--- src/rtl/amstrad_mem_arbiter.sv ---
// rtl/amstrad_mem_arbiter.sv - phase-slotted SDRAM arbiter for video, CPU and loader
module amstrad_mem_arbiter #(
    parameter int TIMEOUT = 15
) (
    input  logic        clk,
    input  logic        reset_n,
    input  logic        ce_4p,
    input  logic        cpu_req,
    input  logic        cpu_wr,
    input  logic [22:0] cpu_addr,
    input  logic [7:0]  cpu_dout,
    output logic [7:0]  cpu_din,
    output logic        cpu_wait_n,
    input  logic        vid_req,
    input  logic [14:0] vid_addr,
    output logic [15:0] vid_data,
    output logic        vid_valid,
    input  logic        ldr_req,
    input  logic [22:0] ldr_addr,
    input  logic [7:0]  ldr_data,
    output logic        ldr_ack,
    output logic        sd_req,
    output logic        sd_we,
    output logic [22:0] sd_addr,
    output logic [7:0]  sd_din,
    input  logic [15:0] sd_dout,
    input  logic        sd_ack,
    output logic        err
);

    typedef enum logic [2:0] {IDLE, VID, CPU, LDR, DONE} state_t;

    state_t      state, state_nxt, owner;
    logic [1:0]  phase;
    logic [3:0]  cnt;
    logic        rr_ldr;
    logic        wait_pend;
    logic        cpu_req_d;
    logic        in_grant;
    logic        tmo_hit;
    logic        grant;

    assign in_grant = (state == VID) || (state == CPU) || (state == LDR);
    assign tmo_hit  = (cnt == 4'(TIMEOUT - 1));
    assign grant    = (state == IDLE) && (state_nxt != IDLE);

    always_ff @(posedge clk or negedge reset_n) begin
        if (!reset_n) state <= IDLE;
        else          state <= state_nxt;
    end

    // Phase 0 belongs to video alone; contested CPU/loader slots alternate via rr_ldr.
    always_comb begin
        state_nxt = state;
        case (state)
            IDLE: begin
                if (ce_4p) begin
                    if (phase == 2'd0) begin
                        if (vid_req) state_nxt = VID;
                    end else if (cpu_req && (!ldr_req || !rr_ldr)) begin
                        state_nxt = CPU;
                    end else if (ldr_req) begin
                        state_nxt = LDR;
                    end
                end
            end
            VID, CPU, LDR: begin
                if (sd_ack || tmo_hit) state_nxt = DONE;
            end
            DONE:    state_nxt = IDLE;
            default: state_nxt = IDLE;
        endcase
    end

    always_comb begin
        vid_valid  = (state == DONE) && (owner == VID);
        ldr_ack    = (state == DONE) && (owner == LDR);
        cpu_wait_n = !(wait_pend || (state == CPU));
    end

    always_ff @(posedge clk or negedge reset_n) begin
        if (!reset_n) begin
            phase     <= 2'd0;
            cnt       <= 4'd0;
            rr_ldr    <= 1'b0;
            owner     <= IDLE;
            sd_req    <= 1'b0;
            sd_we     <= 1'b0;
            sd_addr   <= 23'd0;
            sd_din    <= 8'd0;
            cpu_din   <= 8'hFF;
            vid_data  <= 16'd0;
            err       <= 1'b0;
            wait_pend <= 1'b0;
            cpu_req_d <= 1'b0;
        end else begin
            cpu_req_d <= cpu_req;
            if (ce_4p) phase <= phase + 2'd1;
            sd_req <= grant;

            if (grant) begin
                owner <= state_nxt;
                cnt   <= 4'd0;
                case (state_nxt)
                    VID: begin
                        sd_addr <= {8'h00, vid_addr};
                        sd_we   <= 1'b0;
                        sd_din  <= 8'h00;
                    end
                    CPU: begin
                        sd_addr <= cpu_addr;
                        sd_we   <= cpu_wr;
                        sd_din  <= cpu_dout;
                        rr_ldr  <= 1'b1;
                    end
                    LDR: begin
                        sd_addr <= ldr_addr;
                        sd_we   <= 1'b1;
                        sd_din  <= ldr_data;
                        rr_ldr  <= 1'b0;
                    end
                    default: ;
                endcase
            end else if (in_grant) begin
                cnt <= cnt + 4'd1;
            end

            // A timed-out read completes with all-ones data rather than stale bus contents.
            if (in_grant && (sd_ack || tmo_hit)) begin
                if (!sd_ack) err <= 1'b1;
                if (state == VID) vid_data <= sd_ack ? sd_dout : 16'hFFFF;
                if (state == CPU && !sd_we) cpu_din <= sd_ack ? sd_dout[7:0] : 8'hFF;
            end

            if (state == CPU && state_nxt == DONE) wait_pend <= 1'b0;
            else if (cpu_req && !cpu_req_d)        wait_pend <= 1'b1;
        end
    end

endmodule

--- config.mk ---
export PLATFORM = sky130hd
export DESIGN_NAME = amstrad_mem_arbiter
export DESIGN_NICKNAME = d
export VERILOG_FILES = /design/src/rtl/amstrad_mem_arbiter.sv
export SDC_FILE = /design/constraint.sdc
export NUM_CORES = 1
export LEC_CHECK = 0
export CORE_AREA = 2 2 98 100
export CTS_CLUSTER_SIZE = 28
export DETAILED_ROUTE_END_ITERATION = 8
export DIE_AREA = 0 0 100 102
export PLACE_DENSITY = 0.76
export SLEW_MARGIN = 30
export SYNTH_ARGS = -nofsm -noshare
export SYNTH_HDL_FRONTEND = slang
export SYNTH_SLANG_ARGS = --single-unit
export TNS_END_PERCENT = 1
--- constraint.sdc ---
create_clock -name clk -period 2.1 [get_ports clk]
set_input_delay 0.21 -clock clk [delete_from_list [all_inputs] [get_ports clk]]
set_output_delay 0.21 -clock clk [all_outputs]
set_load 0.005 [all_outputs]
==> impl_metrics.env, run 1 <==
export IMPL_dieArea_sq_um=10200
export IMPL_grt_antenna_before_repair=0
export IMPL_vias=2959
export IMPL_yosys_area_top_type="dfrtp_1"
export IMPL_top_layer="met4"
export IMPL_tritoncts_num_buffers=9
export IMPL_synth_top_family_by_area="compound AO/OA/AOI/OAI gates"
export IMPL_whs_ps=385
export IMPL_yosys_top_cells_count="dfrtp_1, nand2_1, mux2i_1"
export IMPL_wl_per_cell_um=15.5
export IMPL_synth_area_leaders="dfrtp_1, mux2i_1, dfstp_2"
export IMPL_cts_num_sinks=73
export IMPL_power_mw=7.17
export IMPL_io_pin_count=162
export IMPL_start_util_pct=36.3
export IMPL_synthXorXnorAreaFrac_pct=0.529
export IMPL_hold_viol=0
export IMPL_core_area_sq_um=9110
export IMPL_finClkSkew_ps=15.3
export IMPL_htreeDepth=3
export IMPL_clock_latency_ps=340
export IMPL_p_switching_mw=2.38
export IMPL_seqCellArea_sq_um=1840
export IMPL_synth_area_mux_share_pct=9.71
export IMPL_drc=0
export IMPL_crit_fanout=12
export IMPL_endpoint_kind="register"
export IMPL_synthArstFlopShare_pct=100
export IMPL_routed_wl_met2_um=4690
export IMPL_arrival_ps=2220
export IMPL_ys_flop_type="dfrtp_1"
export IMPL_max_clock_freq_ghz=0.495
export IMPL_drt_pass1_iter_count=4
export IMPL_synth_edf_count=0
export IMPL_dpl_cell_count=575
export IMPL_p_leak_nw=2.48
export IMPL_powerDensity_nw_per_um2=1330
export IMPL_dr_first_iter_drc_count=61
export IMPL_power_frac_comb_pct=49.7
export IMPL_relSlewSlack_pct=58.8
export IMPL_critical_path_required_ps=2300
export IMPL_stdcell_count=593
export IMPL_wl_met3_um=462
export IMPL_n_fill_cell=788
export IMPL_io_buffers=161
export IMPL_grt_total_usage_pct=18.2
export IMPL_reg2reg_depth=8
export IMPL_internal_power_mw=4.79
export IMPL_critPathLaunchType="register"
export IMPL_diodes=0
export IMPL_synthesis_nets=413
export IMPL_outcome="finished clean"
export IMPL_yosysMostFrequentCell="dfrtp_1"
export IMPL_hp_class="primary input to async pin"
export IMPL_gp_congestion=0.813
export IMPL_synth_seq_cells=73
export IMPL_die_w_um=100
export IMPL_clockBufferDepth=2
export IMPL_via_per_inst=4.99
export IMPL_rsz0062_at_grt="yes"
export IMPL_synth_area_per_cell_sq_um=10.7
export IMPL_grt_max_degree=52
export IMPL_synth_fa_ha_area_share_pct=1.13
export IMPL_routed_wl_um=9210
export IMPL_clockPowerShare_pct=15.8
export IMPL_synth_top_area_share_pct=49.1
export IMPL_ant_nets=0
export IMPL_synth_cell_types=42
export IMPL_swShare_pct=33.2
export IMPL_ir_drop_uv=528
export IMPL_fin_nets=581
export IMPL_syn_inst=309
export IMPL_clk_pin_slew_ps=90
export IMPL_synthToLayoutAreaGrowth_pct=63.0
export IMPL_pre_cts_ws_ps=-70.2
export IMPL_post_route_min_period_ps=2020
export IMPL_grt_pass1_wl_um=14800
export IMPL_synthesis_area_sq_um=3310
export IMPL_cts_root_buf="clkbuf_8"
export IMPL_cts_tree="done"
export IMPL_crit_type="register to register"
export IMPL_setup_viol=0
export IMPL_drive_gt1_share_pct=11.0
export IMPL_setup_ws_ps=77.8
export IMPL_num_rows=35
export IMPL_grt_pass1_vias=3029
export IMPL_dpl_hpwl_um=6760
export IMPL_min_period_over_period_pct=96.3
export IMPL_cap_violations=0
export IMPL_wl_met1_um=3960
export IMPL_worst_pin_slew_ps=618
export IMPL_multi_input_area_sq_um=1340
export IMPL_yosys_area_share_simple_pct=11.9
export IMPL_synth_compound_area_share_pct=16.2
export IMPL_die_h_um=102
export IMPL_seqPwrFrac_pct=34.4
export IMPL_yosys_warnings=0
export IMPL_fin_tns_setup_ps=0
export IMPL_overflow=0
export IMPL_synth_seq_area_share_pct=55.5
export IMPL_report_final_slew_viol_count=0
==> cell families (layout without fill, tap and decap cells) <==
family,count (synthesis),count (layout)
and+or+nand+nor,87,87
AOI/OAI and AO/OA,74,74
DFF,73,73
buffers and inverters,38,211
muxes,32,32
adders and majority gates,3,3
xor gates and xnor gates,2,2
==> routing by layer <==
layer,GRT usage [%],vias to the layer above
li1,-,1427
met1,22.6,1439
met2,32.4,85
met3,3.90,8
met4,4.53,0
met5,0,-
==> timing repair <==
item                                    in CTS  in global routing
endpoints found under the setup margin      16                 48
pin swaps                                    1                  1
hold buffers                                 1                  0
setup buffers                                1                  0
resized for setup                            5                  4
endpoints found under the hold margin       34                  0
==> stage by stage <==
step / area (sq um) / utilization (%)
3_3_place_gp: 5140 / 56.4
5_1_grt: 5400 / 59.2
2_1_floorplan: 3310 / -
4_1_cts: 5380 / 59.1
6_report: 5400 / 59.2
3_5_place_dp: 5140 / 56.4
==> power by group through the flow <==
stage	Combinational [mW]	Clock [mW]	Sequential (mW)
6_report	3.56	1.14	2.47
5_1_grt	3.91	1.24	2.56
4_1_cts	3.60	1.17	2.47
3_5_place_dp	3.53	0	2.50
3_3_place_gp	3.44	0	2.48
2_1_floorplan	1.68	0	2.49
==> area by class of cell <==
| class | instances | share of cell area [%] |
|---|---|---|
| sequential | 73 | 34.1 |
| tap | 111 | 2.57 |
| clock buffer | 12 | 2.88 |
| clock inverter | 4 | 0.974 |
| inverter | 17 | 1.18 |
| multi-input combinational | 198 | 24.8 |
| timing repair buffer | 178 | 33.5 |
==> layout by cell type (no fill, tap or decap), types with 3 or more instances in the layout <==
cell type        netlist  final
inv_1                 16     16
clkdlybuf4s50_1        0    158
a21oi_1                3      3
a31oi_1                9      8
nand2_1               55     55
buf_4                  2     12
buf_12                 0      5
dfstp_2                8      8
clkinvlp_4             0      3
mux2i_1               31     31
nor2_1                15     14
o21ai_1               18     18
nand3_1                4      4
o221ai_1              15     15
o22a_1                16     16
clkbuf_8               0     11
dfrtp_1               65     63
==> final timing paths <==
check,start,to,slack [ps]
min in group clk,sd_dout[4],cpu_din[4],430
min reg2reg,phase[0],phase[0],470
max reg2reg,phase[0],sd_addr[6],80
max in group asynchronous,reset_n,cpu_din[6],1040
min,reset_n,sd_addr[11],390
max,phase[0],sd_addr[6],80
==> critical path: stages (launching register included) <==
cell	delay (ps)
dfrtp_1	360
inv_1	50
ha_2	200
or2_1	240
o2111ai_2	200
a21boi_4	300
buf_12	190
mux2i_1	200
o221ai_1	150
==> flip-flops by register name, summed over array words and instances, names as in the netlist <==
register,cells
owner,3
cpu_req_d,1
sd_we,1
err,1
state,3
sd_din,8
cnt,4
vid_data,16
rr_ldr,1
phase,2
sd_req,1
sd_addr,23
cpu_din,8
wait_pend,1
No activity file was read; power rests on OpenSTA's default activity.
==> run 2: changes to the inputs <==
GPL_TIMING_DRIVEN = 0   (was unset)
==> impl_metrics.env, run 2 (same netlist as run 1, synthesis figures left out) <==
export IMPL_outcome="complete, but fails checks"
export IMPL_failed_checks="negative setup slack"
export IMPL_met3_usage_pct=3.90
export IMPL_grt_antenna_before_repair=0
export IMPL_setup_ws_ps=-34.7
export IMPL_grt_total_usage_pct=18.8
export IMPL_grt_pass1_wl_um=15200
export IMPL_hold_viol=0
export IMPL_clockPowerShare_pct=17.8
export IMPL_grt_pass1_vias=3172
export IMPL_p_switching_mw=2.50
export IMPL_timing_rr_start="phase[0]"
export IMPL_via_per_inst=5.02
export IMPL_die_w_um=100
export IMPL_max_clock_freq_ghz=0.468
export IMPL_grt_busiest_layer="met2"
export IMPL_tritoncts_num_buffers=9
export IMPL_p_leak_nw=2.49
export IMPL_core_area_sq_um=9110
export IMPL_io_buffers=161
export IMPL_dr_first_iter_drc_count=135
export IMPL_post_route_min_period_ps=2130
export IMPL_io_pin_count=162
export IMPL_place_area_sq_um=5090
export IMPL_drive_gt1_share_pct=12.9
export IMPL_grt_max_degree=51
export IMPL_endpoint_kind="register"
export IMPL_fin_nets=594
export IMPL_htreeDepth=3
export IMPL_power_frac_comb_pct=49.3
export IMPL_finClkSkew_ps=8.22
export IMPL_synthToLayoutAreaGrowth_pct=66.7
export IMPL_cts_num_sinks=73
export IMPL_largest_reg_flops=23
export IMPL_wl_per_cell_um=16.1
export IMPL_rsz0062_at_grt="yes"
export IMPL_relSlewSlack_pct=67.5
export IMPL_critPathLaunchType="register"
export IMPL_critical_path_required_ps=2290
export IMPL_max_flop_register="sd_addr"
export IMPL_use_met1_pct=23.5
export IMPL_start_util_pct=36.3
export IMPL_diodes=0
export IMPL_powerDensity_nw_per_um2=1370
export IMPL_cts_tree="done"
export IMPL_crit_fanout=10
export IMPL_arrival_ps=2330
export IMPL_r2r_end="sd_addr[10]"
export IMPL_final_cell_mix="clkdlybuf4s50_1, dfrtp_1, nand2_1, mux2i_1, o21ai_1"
export IMPL_pre_cts_ws_ps=-367
export IMPL_swShare_pct=33.1
export IMPL_reg2reg_depth=9
export IMPL_clockBufferDepth=2
export IMPL_overflow=0
export IMPL_whs_ps=316
export IMPL_reg_top3="sd_addr x23, vid_data x16"
export IMPL_layout_commonest_cell="clkdlybuf4s50_1"
export IMPL_seqPwrFrac_pct=32.9
export IMPL_fin_util_pct=60.6
export IMPL_dpl_hpwl_um=7240
export IMPL_dieArea_sq_um=10200
export IMPL_internal_power_mw=5.06
export IMPL_vias=3043
export IMPL_dpl_cell_count=582
export IMPL_cts_root_buf="clkbuf_8"
export IMPL_final_area_sq_um=5520
export IMPL_die_h_um=102
export IMPL_stdcell_count=606
export IMPL_gp_congestion=0.813
export IMPL_clk_pin_slew_ps=80
export IMPL_setup_viol=2
export IMPL_worst_pin_slew_ps=488
export IMPL_report_final_slew_viol_count=0
export IMPL_grt_use_met2_pct=32.4
export IMPL_cap_violations=0
export IMPL_drt_pass1_iter_count=4
export IMPL_ir_drop_uv=559
export IMPL_clock_latency_ps=340
export IMPL_ant_nets=0
export IMPL_routed_wl_um=9740
export IMPL_crit_type="register to register"
export IMPL_min_period_over_period_pct=102
export IMPL_num_rows=35
export IMPL_rrSetupSlack_ps=-30
export IMPL_hp_class="primary input to async pin"
export IMPL_drc=0
run 2: changes by cell type in the layout (fill, tap and decap cells not counted), sizes merged:
cell / previous run / this run
bufinv: 1 / 3
dlymetal6s2s: 2 / 1
clkinv: 0 / 1
dlygate4sd2: 0 / 1
buf: 17 / 18
clkbuf: 12 / 23
clkinvlp: 3 / 1
run 2: power groups by stage:
stage	sequential, mW	combinational, mW	clock (mW)
finish	2.49	3.73	1.34
CTS	2.47	3.59	1.37
global route	2.56	4.07	1.43
global placement	2.45	3.40	0
floorplan	2.49	1.68	0
detailed placement	2.48	3.48	0
run 2: critical path, cell delays in order, from the launching register on:
cell       delay [ps]
dfrtp_1           370
inv_1              50
ha_2              200
or2_4             250
o2111ai_4         220
a21boi_2          220
buf_6             150
buf_12            140
mux2i_1           230
o221ai_1          150
run 2: area by class of cell:
type                    instances  area [sq um]
fillers                       779          3590
flip-flops and latches         73          1840
repair buffers                170          1700
multi-input cells             198          1390
plain buffers                  21           145
clock buffers                  11           141
well taps                     111           139
clock inverters                 5           103
inverters                      17          63.8
run 2: repair_timing:
action	in CTS	in global routing
setup endpoints to repair	51	58
gates resized for setup	18	23
pin swaps	2	3
hold endpoints to repair	23	0
hold buffers	1	0
buffers inserted	2	5
run 2: worst max-delay path by stage:
stage / end / slack, ps / from / cells past startpoint
2_1_floorplan: sd_addr[4] / 110 / phase[0] / 9
3_3_place_gp: vid_data[8] / -1650 / reset_n / 1
3_5_place_dp: sd_addr[8] / -370 / ce_4p / 8
4_1_cts: sd_addr[6] / -50 / phase[0] / 9
5_1_grt: sd_addr[10] / -110 / phase[0] / 9
6_report: sd_addr[10] / -30 / phase[0] / 9
run 2: through the flow:
step                setup TNS (ps)  total power, mW
floorplan                        0             4.17
global placement           -121110             5.85
detailed placement          -11060             5.96
CTS                           -257             7.43
finish                       -56.3             7.56
global route                 -1880             8.07
run 2: layer usage:
metal / up-vias / part of all wire, %
met5: - / 0
met4: 0 / 1.2
met3: 9 / 4.6
met2: 79 / 52
met1: 1504 / 42
li1: 1451 / -
